**src/rtl/sqrt_arb.sv**
```systemverilog
// sqrt_arb: round-robin front end for a shared, fixed-latency sqrt pipeline.
// Requesters are granted one per cycle, the issue is registered towards the
// pipeline, and a tag line tracks which requester owns each result so the
// root can be returned to it SQRT_LAT+2 cycles after the handshake.
module sqrt_arb #(
    parameter int NREQ       = 4,
    parameter int SQRT_LAT   = 17,
    parameter int DATA_WIDTH = 32,
    localparam int Q_WIDTH   = DATA_WIDTH / 2
) (
    input  logic                       clk,
    input  logic                       rst,
    input  logic                       enable,
    input  logic [NREQ-1:0]            req_valid,
    input  logic [NREQ*DATA_WIDTH-1:0] req_data,
    output logic [NREQ-1:0]            req_ready,
    output logic                       sqrt_valid_in,
    output logic [DATA_WIDTH-1:0]      sqrt_data_i,
    input  logic                       sqrt_valid_out,
    input  logic [Q_WIDTH-1:0]         sqrt_data_o,
    output logic [NREQ-1:0]            rsp_valid,
    output logic [Q_WIDTH-1:0]         rsp_data,
    output logic                       busy,
    output logic                       err_orphan
);

    localparam int ID_W = (NREQ > 1) ? $clog2(NREQ) : 1;

    logic [ID_W-1:0] rr_ptr;
    logic [ID_W-1:0] grant_id;
    logic            grant_found;
    logic [ID_W:0]   cand;
    logic            handshake;
    logic [ID_W-1:0] issue_id;

    // tag line: entry 0 is loaded on the issue cycle, entry SQRT_LAT-1 lines
    // up with sqrt_valid_out of the same operation
    logic [SQRT_LAT-1:0] tag_vld;
    logic [ID_W-1:0]     tag_id [SQRT_LAT];

    // first valid requester at or after rr_ptr, wrapping modulo NREQ
    always_comb begin
        grant_found = 1'b0;
        grant_id    = '0;
        cand        = '0;
        for (int k = 0; k < NREQ; k++) begin
            cand = {1'b0, rr_ptr} + (ID_W+1)'(k);
            if (cand >= (ID_W+1)'(NREQ)) begin
                cand = cand - (ID_W+1)'(NREQ);
            end
            if (!grant_found && req_valid[cand[ID_W-1:0]]) begin
                grant_found = 1'b1;
                grant_id    = cand[ID_W-1:0];
            end
        end
    end

    // grant is combinational; blocked while disabled or held in reset
    always_comb begin
        req_ready = '0;
        if (enable && !rst && grant_found) begin
            req_ready = NREQ'(1) << grant_id;
        end
    end

    assign handshake = |(req_valid & req_ready);

    // pointer moves just past the winner, only on a handshake
    always_ff @(posedge clk) begin
        if (rst) begin
            rr_ptr <= '0;
        end else if (handshake) begin
            rr_ptr <= (grant_id == ID_W'(NREQ - 1)) ? '0 : grant_id + ID_W'(1);
        end
    end

    // register the winning radicand and its owner towards the pipeline
    always_ff @(posedge clk) begin
        if (rst) begin
            sqrt_valid_in <= 1'b0;
            sqrt_data_i   <= '0;
            issue_id      <= '0;
        end else begin
            sqrt_valid_in <= handshake;
            sqrt_data_i   <= handshake ? req_data[grant_id*DATA_WIDTH +: DATA_WIDTH] : '0;
            issue_id      <= handshake ? grant_id : '0;
        end
    end

    // tag line advances every cycle; the pipeline never stalls
    always_ff @(posedge clk) begin
        if (rst) begin
            tag_vld <= '0;
            for (int k = 0; k < SQRT_LAT; k++) begin
                tag_id[k] <= '0;
            end
        end else begin
            tag_vld[0] <= sqrt_valid_in;
            tag_id[0]  <= issue_id;
            for (int k = 1; k < SQRT_LAT; k++) begin
                tag_vld[k] <= tag_vld[k-1];
                tag_id[k]  <= tag_id[k-1];
            end
        end
    end

    // route a tagged result to its owner; an untagged result is dropped and
    // flagged, a tag without a result is silently discarded
    always_ff @(posedge clk) begin
        if (rst) begin
            rsp_valid  <= '0;
            rsp_data   <= '0;
            err_orphan <= 1'b0;
        end else begin
            rsp_valid <= '0;
            rsp_data  <= '0;
            if (sqrt_valid_out) begin
                if (tag_vld[SQRT_LAT-1]) begin
                    rsp_valid <= NREQ'(1) << tag_id[SQRT_LAT-1];
                    rsp_data  <= sqrt_data_o;
                end else begin
                    err_orphan <= 1'b1;
                end
            end
        end
    end

    assign busy = sqrt_valid_in | (|tag_vld) | (|rsp_valid);

endmodule

```
**config.mk**
```make
export PLATFORM = sky130hd
export DESIGN_NAME = sqrt_arb
export DESIGN_NICKNAME = d
export VERILOG_FILES = /design/src/rtl/sqrt_arb.sv
export SDC_FILE = /design/constraint.sdc
export NUM_CORES = 1
export LEC_CHECK = 0
export CAP_MARGIN = 20
export CORE_ASPECT_RATIO = 0.8
export CORE_UTILIZATION = 40
export CTS_CLUSTER_SIZE = 40
export DETAILED_ROUTE_END_ITERATION = 7
export GPL_ROUTABILITY_DRIVEN = 0
export PLACE_DENSITY = 0.86
export SYNTH_ARGS = -nofsm -noshare
export SYNTH_HDL_FRONTEND = slang
export SYNTH_SLANG_ARGS = --single-unit
```
**constraint.sdc**
```tcl
create_clock -name clk -period 3.2 [get_ports clk]
set_input_delay 0.48 -clock clk [delete_from_list [all_inputs] [get_ports clk]]
set_output_delay 0.48 -clock clk [all_outputs]
set_load 0.02 [all_outputs]
```
; ---- Word-level counts from Yosys, hierarchy flattened
; Memories as Yosys holds them, arrays and structs flattened.
; Index checks and enable logic that the tools add are counted.
[op_classes]
shifts = 3
eq_ne = 1
order_cmp = 8
bitwise = 23
n_mux = 42
n_reduce_logical = 15
addsub = 8
[op_table]
columns = operator, count
row1 = indexed part select 128 x 8 -> 32 bit, 1
row2 = 2-to-1 mux 2 bit, 26
row3 = bitwise OR 1 bit, 19
row4 = OR reduction 17 bit, 1
row5 = "< comparator 2 x 3 -> 1 bit, second input constant", 4
row6 = 2-to-1 mux 1 bit, 11
row7 = ">= comparator 3 bit, second input constant", 3
row8 = binary-select mux 1 bit (select 2 bit), 4
row9 = OR reduction 4 bit, 2
row10 = "<< shifter 1 x 2 -> 4 bit, first input constant", 2
row11 = "subtractor 2 x 1 -> 2 bit, second input constant", 4
row12 = "adder 2 x 2 -> 3 bit, second input constant", 2
row13 = logical AND 1 bit, 5
row14 = bitwise AND 4 bit, 1
row15 = logical NOT 1 bit, 4
row16 = 2-to-1 mux 4 bit, 1
row17 = "adder 2 x 1 -> 3 bit, second input constant", 1
row18 = ">= comparator 2 x 3 -> 1 bit, second input constant", 1
row19 = NOT 1 bit, 3
row20 = OR reduction 3 bit, 1
row21 = "adder 2 x 1 -> 2 bit, second input constant", 1
row22 = "equality test 2 bit, second input constant", 1
row23 = AND reduction 2 bit, 1
row24 = OR reduction 2 bit, 1
[totals]
inputBits = 152
ff_bits = 75
n_memories = 1
ramBits = 34
wordCells = 109
[memory_table]
columns = name, depth, width, rd, rd_ports_with_merged_regs, wr, line_no
row1 = tag_id, 17, 2, 17, 0, 17, 39  ; logic [ID_W-1:0] tag_id [SQRT_LAT];

; ---- Depth between registers and ports, before layout
; Gate-level depths: netlist (run 1).
[logic_depth]
word_depth = 20
mapped_depth = 11

; ---- Worst setup path before layout (run 1)
; No wires, ideal clock.
[synth_path]
kind = input to register
start = in req_valid[1]
end = reg rr_ptr[1]
setup_slack_ps = 824
t_arrival_ps = 2256
setup_ps = 121
cell_stages = 10
path_buffers = 3
path_cell_list = or3b_1 o221ai_2 inv_2 buf_2 buf_2 ha_1 nand2_1 a31o_1 buf_2 mux2_2
[synth_via]
elab_chain_cells = 16
elab_cells_between_ends = 30
classes_between = add/sub: 1 / eq/ne: 1 / shift: 1 / mux: 18 / bitwise: 1 / reduce/logical: 8
[synth_lines]
columns = element, line_no
row1 = from (decl), 14  ; input logic [NREQ-1:0] req_valid,
row2 = binary-select mux 1 bit (select 2 bit), 51  ; if (!grant_found && req_valid[cand[ID_W-1:0]]) begin
row3 = 2-to-1 mux 1 bit (not written as such), 51
row4 = 2-to-1 mux 1 bit, 51
row5 = logical NOT 1 bit, 51
row6 = logical AND 1 bit, 51
row7 = 2-to-1 mux 1 bit, 51
row8 = logical NOT 1 bit, 51
row9 = logical AND 1 bit, 51
row10 = 2-to-1 mux 1 bit, 51
row11 = logical NOT 1 bit, 51
row12 = logical AND 1 bit, 51
row13 = 2-to-1 mux 2 bit / 2-to-1 mux 1 bit (equally long branches), 51
row14 = << shifter 1 x 2 -> 4 bit / logical AND 1 bit (equally long branches), "62, 61"
row15 = 2-to-1 mux 4 bit, 61  ; if (enable && !rst && grant_found) begin
row16 = bitwise AND 4 bit, 66  ; assign handshake = |(req_valid & req_ready);
row17 = OR reduction 4 bit, 66
row18 = to (signal assigned), 73  ; rr_ptr <= (grant_id == ID_W'(NREQ - 1)) ? '0 : grant_id + ID_W'(1);
row19 = to (decl), 29  ; logic [ID_W-1:0] rr_ptr;
; Parallel ways exist; a longest one is shown, timed or not. The select of a mux whose other input is x is not followed.
; A chain may end at the register's enable or synchronous reset.

; ---- Worst setup path in the final report (run 1)
[layout_path]
start = in req_valid[1]
end = out req_ready[3]
[layout_via]
elab_chain_cells = 14
elab_cells_between_ends = 25
classes_between = shift: 1 / mux: 17 / reduce/logical: 7
[layout_lines]
columns = element, line_no
row1 = binary-select mux 1 bit (select 2 bit), 51
row2 = 2-to-1 mux 1 bit (not written as such), 51
row3 = 2-to-1 mux 1 bit, 51
row4 = logical NOT 1 bit, 51
row5 = logical AND 1 bit, 51
row6 = 2-to-1 mux 1 bit, 51
row7 = logical NOT 1 bit, 51
row8 = logical AND 1 bit, 51
row9 = 2-to-1 mux 1 bit, 51
row10 = logical NOT 1 bit, 51
row11 = logical AND 1 bit, 51
row12 = 2-to-1 mux 2 bit / 2-to-1 mux 1 bit (equally long branches), 51
row13 = << shifter 1 x 2 -> 4 bit / logical AND 1 bit (equally long branches), "62, 61"
row14 = 2-to-1 mux 4 bit (*), 61
row15 = to (decl), 16  ; output logic [NREQ-1:0] req_ready,
; Every way passes the cells marked *; elsewhere a longest branch is shown, timed or not. The select of a mux whose other input is x is not followed.

==> results.cfg, run 1 <==
[synthesis]
yosysWarnings = 0
synthArstFlopShare_pct = 0
syn_nets = 569
ys_top_cells_by_count = dfxtp_1, nand2_1, nor2b_1
ys.flop_type = dfxtp_1
avgSynthCellArea_sq_um = 9.84
ys_seq_area_share_pct = 53.3
synthCells = 416
synthTopCellsByArea = dfxtp_1, nor2b_1, and2_1, nand2_1, a211oi_1
synth_seq_cells = 109
synth_top_cell_area_share_pct = 53.3
syn_area_sq_um = 4090
synth_area_leader_cell = dfxtp_1
yosysMostFrequentCell = dfxtp_1
yosysUniqueCellTypes = 34
synth_edf_count = 0

[floorplan]
placementRows = 32
die_h_um = 92.5
io_pins = 211
start_util_pct = 41.7
core_sq_um = 9810
die_area_sq_um = 10600
die_w_um = 115

[setup_path]
required_ns = 2.72
critPathMaxFanout = 6
crit_type = in2out
path_delay_family = buffers and inverters
crit_chain = clkdlybuf4s50_1 -> a21boi_1 -> o221ai_4 -> inv_2 -> ha_1 -> inv_1 -> nor2_1 -> clkdlybuf4s50_1
slowest_delay_ns = 0.63
crit_arrival_ns = 2.59
end_kind = primary output
critPathLaunchType = primary input
crit_top_cell = clkdlybuf4s50_1
path_buf_inv = 4
slowest_stage = clkdlybuf4s50_1

[placement]
numPortBuffers = 210
dp.cells = 736
hpwl_um = 8650
place_ws_ns = 0.0476

[clocking]
cts_tree = done
cts_sinks = 109
clockRootBuffer = clkbuf_16
path_clk_slew_ns = 0.07
holdBufCountCts = 0
clk_path_buf_depth = 2
clk_latency_ns = 0.34
cts_buffers = 9
h-tree-depth = 3
post_cts_buffers = 0

[timing]
worstMarginPinSlew_ns = 0.764
min_period_over_period_pct = 95.9
maxSlewHeadroom_pct = 48.9
report.final.slew_viol_count = 0
rsz0062_at_grt = no
final_hold_viol_count = 0
post-route-min-period_ns = 3.07
max_freq_mhz = 326
whs_ns = 0.436
setup_viol = 0
clock_skew_ns = 0.00645
fin_setup_tns_ns = 0
setup_slack_ns = 0.132

[layout]
finish.utilization_pct = 67.0
fin_cells = 752
nNetsFinal = 764
area_growth_syn_to_layout_pct = 60.5
drive_above_1_share_pct = 6.33
n_fill_cell = 785
num_antenna_cells = 0

[global_routing]
antenna_found_initial = 0
globalRoute.totalOverflow = 0
grt_pass1_wl_um = 17800
grt_max_degree = 66
track_usage_pct = 21.9
grt_pass1_vias = 3633

[route]
wl_per_cell_um = 15.4
via_count = 3695
final_antenna_net_count = 0
routed_via_density = 4.91
routed_wl_um = 11600
route.detailed.drc = 0
drtIter0Drc = 117
drt-pass1-iter-count = 4

[worst_hold_path]
hold_class = reg2reg

[power_and_ir_drop]
cellLeakagePower_nw = 2.46
vdd_drop_max_mv = 0.297
p_per_area_nw_per_um2 = 499

[run_status]
outcome = finished, final reports clean

[flow_run]
maxCapViolations = 0
[registers in the layout (all words and copies together), names as in the netlist]
signal,count
sqrt_valid_in,1
rsp_data,16
sqrt_data_i,32
issue_id,2
err_orphan,1
rr_ptr,2
tag_vld,17
tag_id,34
rsp_valid,4
[metal layers]
layer | up-vias | share of wire, % | global-route usage, %
met5 | - | 0 | 0
met4 | 0 | 2.8 | 9.63
met3 | 23 | 6.9 | 5.37
met2 | 153 | 53 | 41.4
met1 | 1700 | 37 | 22.8
li1 | 1819 | - | -
[kinds of logic after synthesis]
family          synth area share [%]
fa+ha+maj                      0.306
buf+inv                         4.43
flops                           53.3
simple gates                    24.8
compound gates                  16.4
mux                            0.764
[worst reg2reg max path, delay by kind of cell (launching register included)]
family / cells / cell delay (ns)
AO/OA/AOI/OAI: 3 / 0.75
buffers and inverters: 2 / 0.61
flip-flops: 1 / 0.50
multiplexers: 1 / 0.38
[per-stage QoR]
stage,total power (W),instance area (sq um)
2_1_floorplan,0.00189,4090
3_3_place_gp,0.00223,6280
3_5_place_dp,0.00226,6280
4_1_cts,0.00331,6570
5_1_grt,0.00342,6570
6_report,0.00328,6570
[final timing paths]
| kind | depth (start not counted) | end | slack (ns) | startpoint |
|---|---|---|---|---|
| worst max register to register | 6 | sqrt_data_i[12]$_SDFF_PP0_ | 0.86 | rr_ptr[1]$_SDFFE_PP0P_ |
| worst min register to register | 1 | tag_id[0][25]$_SDFF_PP0_ | 0.44 | tag_id[0][23]$_SDFF_PP0_ |
| worst min-delay path | 1 | tag_id[0][25]$_SDFF_PP0_ | 0.44 | tag_id[0][23]$_SDFF_PP0_ |
| worst max-delay path | 8 | req_ready[3] | 0.13 | req_valid[1] |
[placed cells by master, fill, tap and decap left out, types with 2 or more instances in the layout]
| cell type | n |
|---|---|
| a21oi_1 | 3 |
| clkinvlp_4 | 2 |
| clkdlybuf4s50_1 | 209 |
| inv_1 | 4 |
| nor3_1 | 3 |
| nor2b_1 | 52 |
| a211oi_1 | 32 |
| clkbuf_16 | 9 |
| nand2_1 | 68 |
| dfxtp_1 | 109 |
| nor2_1 | 6 |
| mux2i_1 | 2 |
| a311oi_1 | 22 |
| inv_6 | 2 |
| a311oi_2 | 10 |
| buf_4 | 5 |
| or4_1 | 3 |
| nor4_1 | 5 |
| and2_1 | 48 |
| inv_2 | 2 |
[power by group]
group	switching (W)	leakage (nW)	internal, W
clock	0.000491	0.138	0.000561
sequential	0.0000264	0.884	0.00141
combinational	0.000400	1.44	0.000390
total	0.000917	2.46	0.00236
[timing repair]
| action | 4_1_cts | 5_1_grt |
|---|---|---|
| setup endpoints to repair | 0 | 1 |
| endpoints found under the hold margin | 0 | 0 |
| gates resized for setup | 0 | 1 |
[final cells by class]
cell class | instances | area (sq um) | share of cell area [%]
timing repair buffer | 216 | 2150 | 32.8
clock inverter | 6 | 52.6 | 0.800
multi-input combinational | 269 | 1750 | 26.6
inverter | 6 | 22.5 | 0.343
sequential | 109 | 2180 | 33.2
tap | 136 | 170 | 2.59
clock buffer | 10 | 239 | 3.64
(Power assumes the default switching activity.)
==> run 2: changes to the inputs <==
TNS_END_PERCENT = 1   (was default)
==> results of run 2 <==
No change in the layout: final DEF, timing and power equal those of run 1.
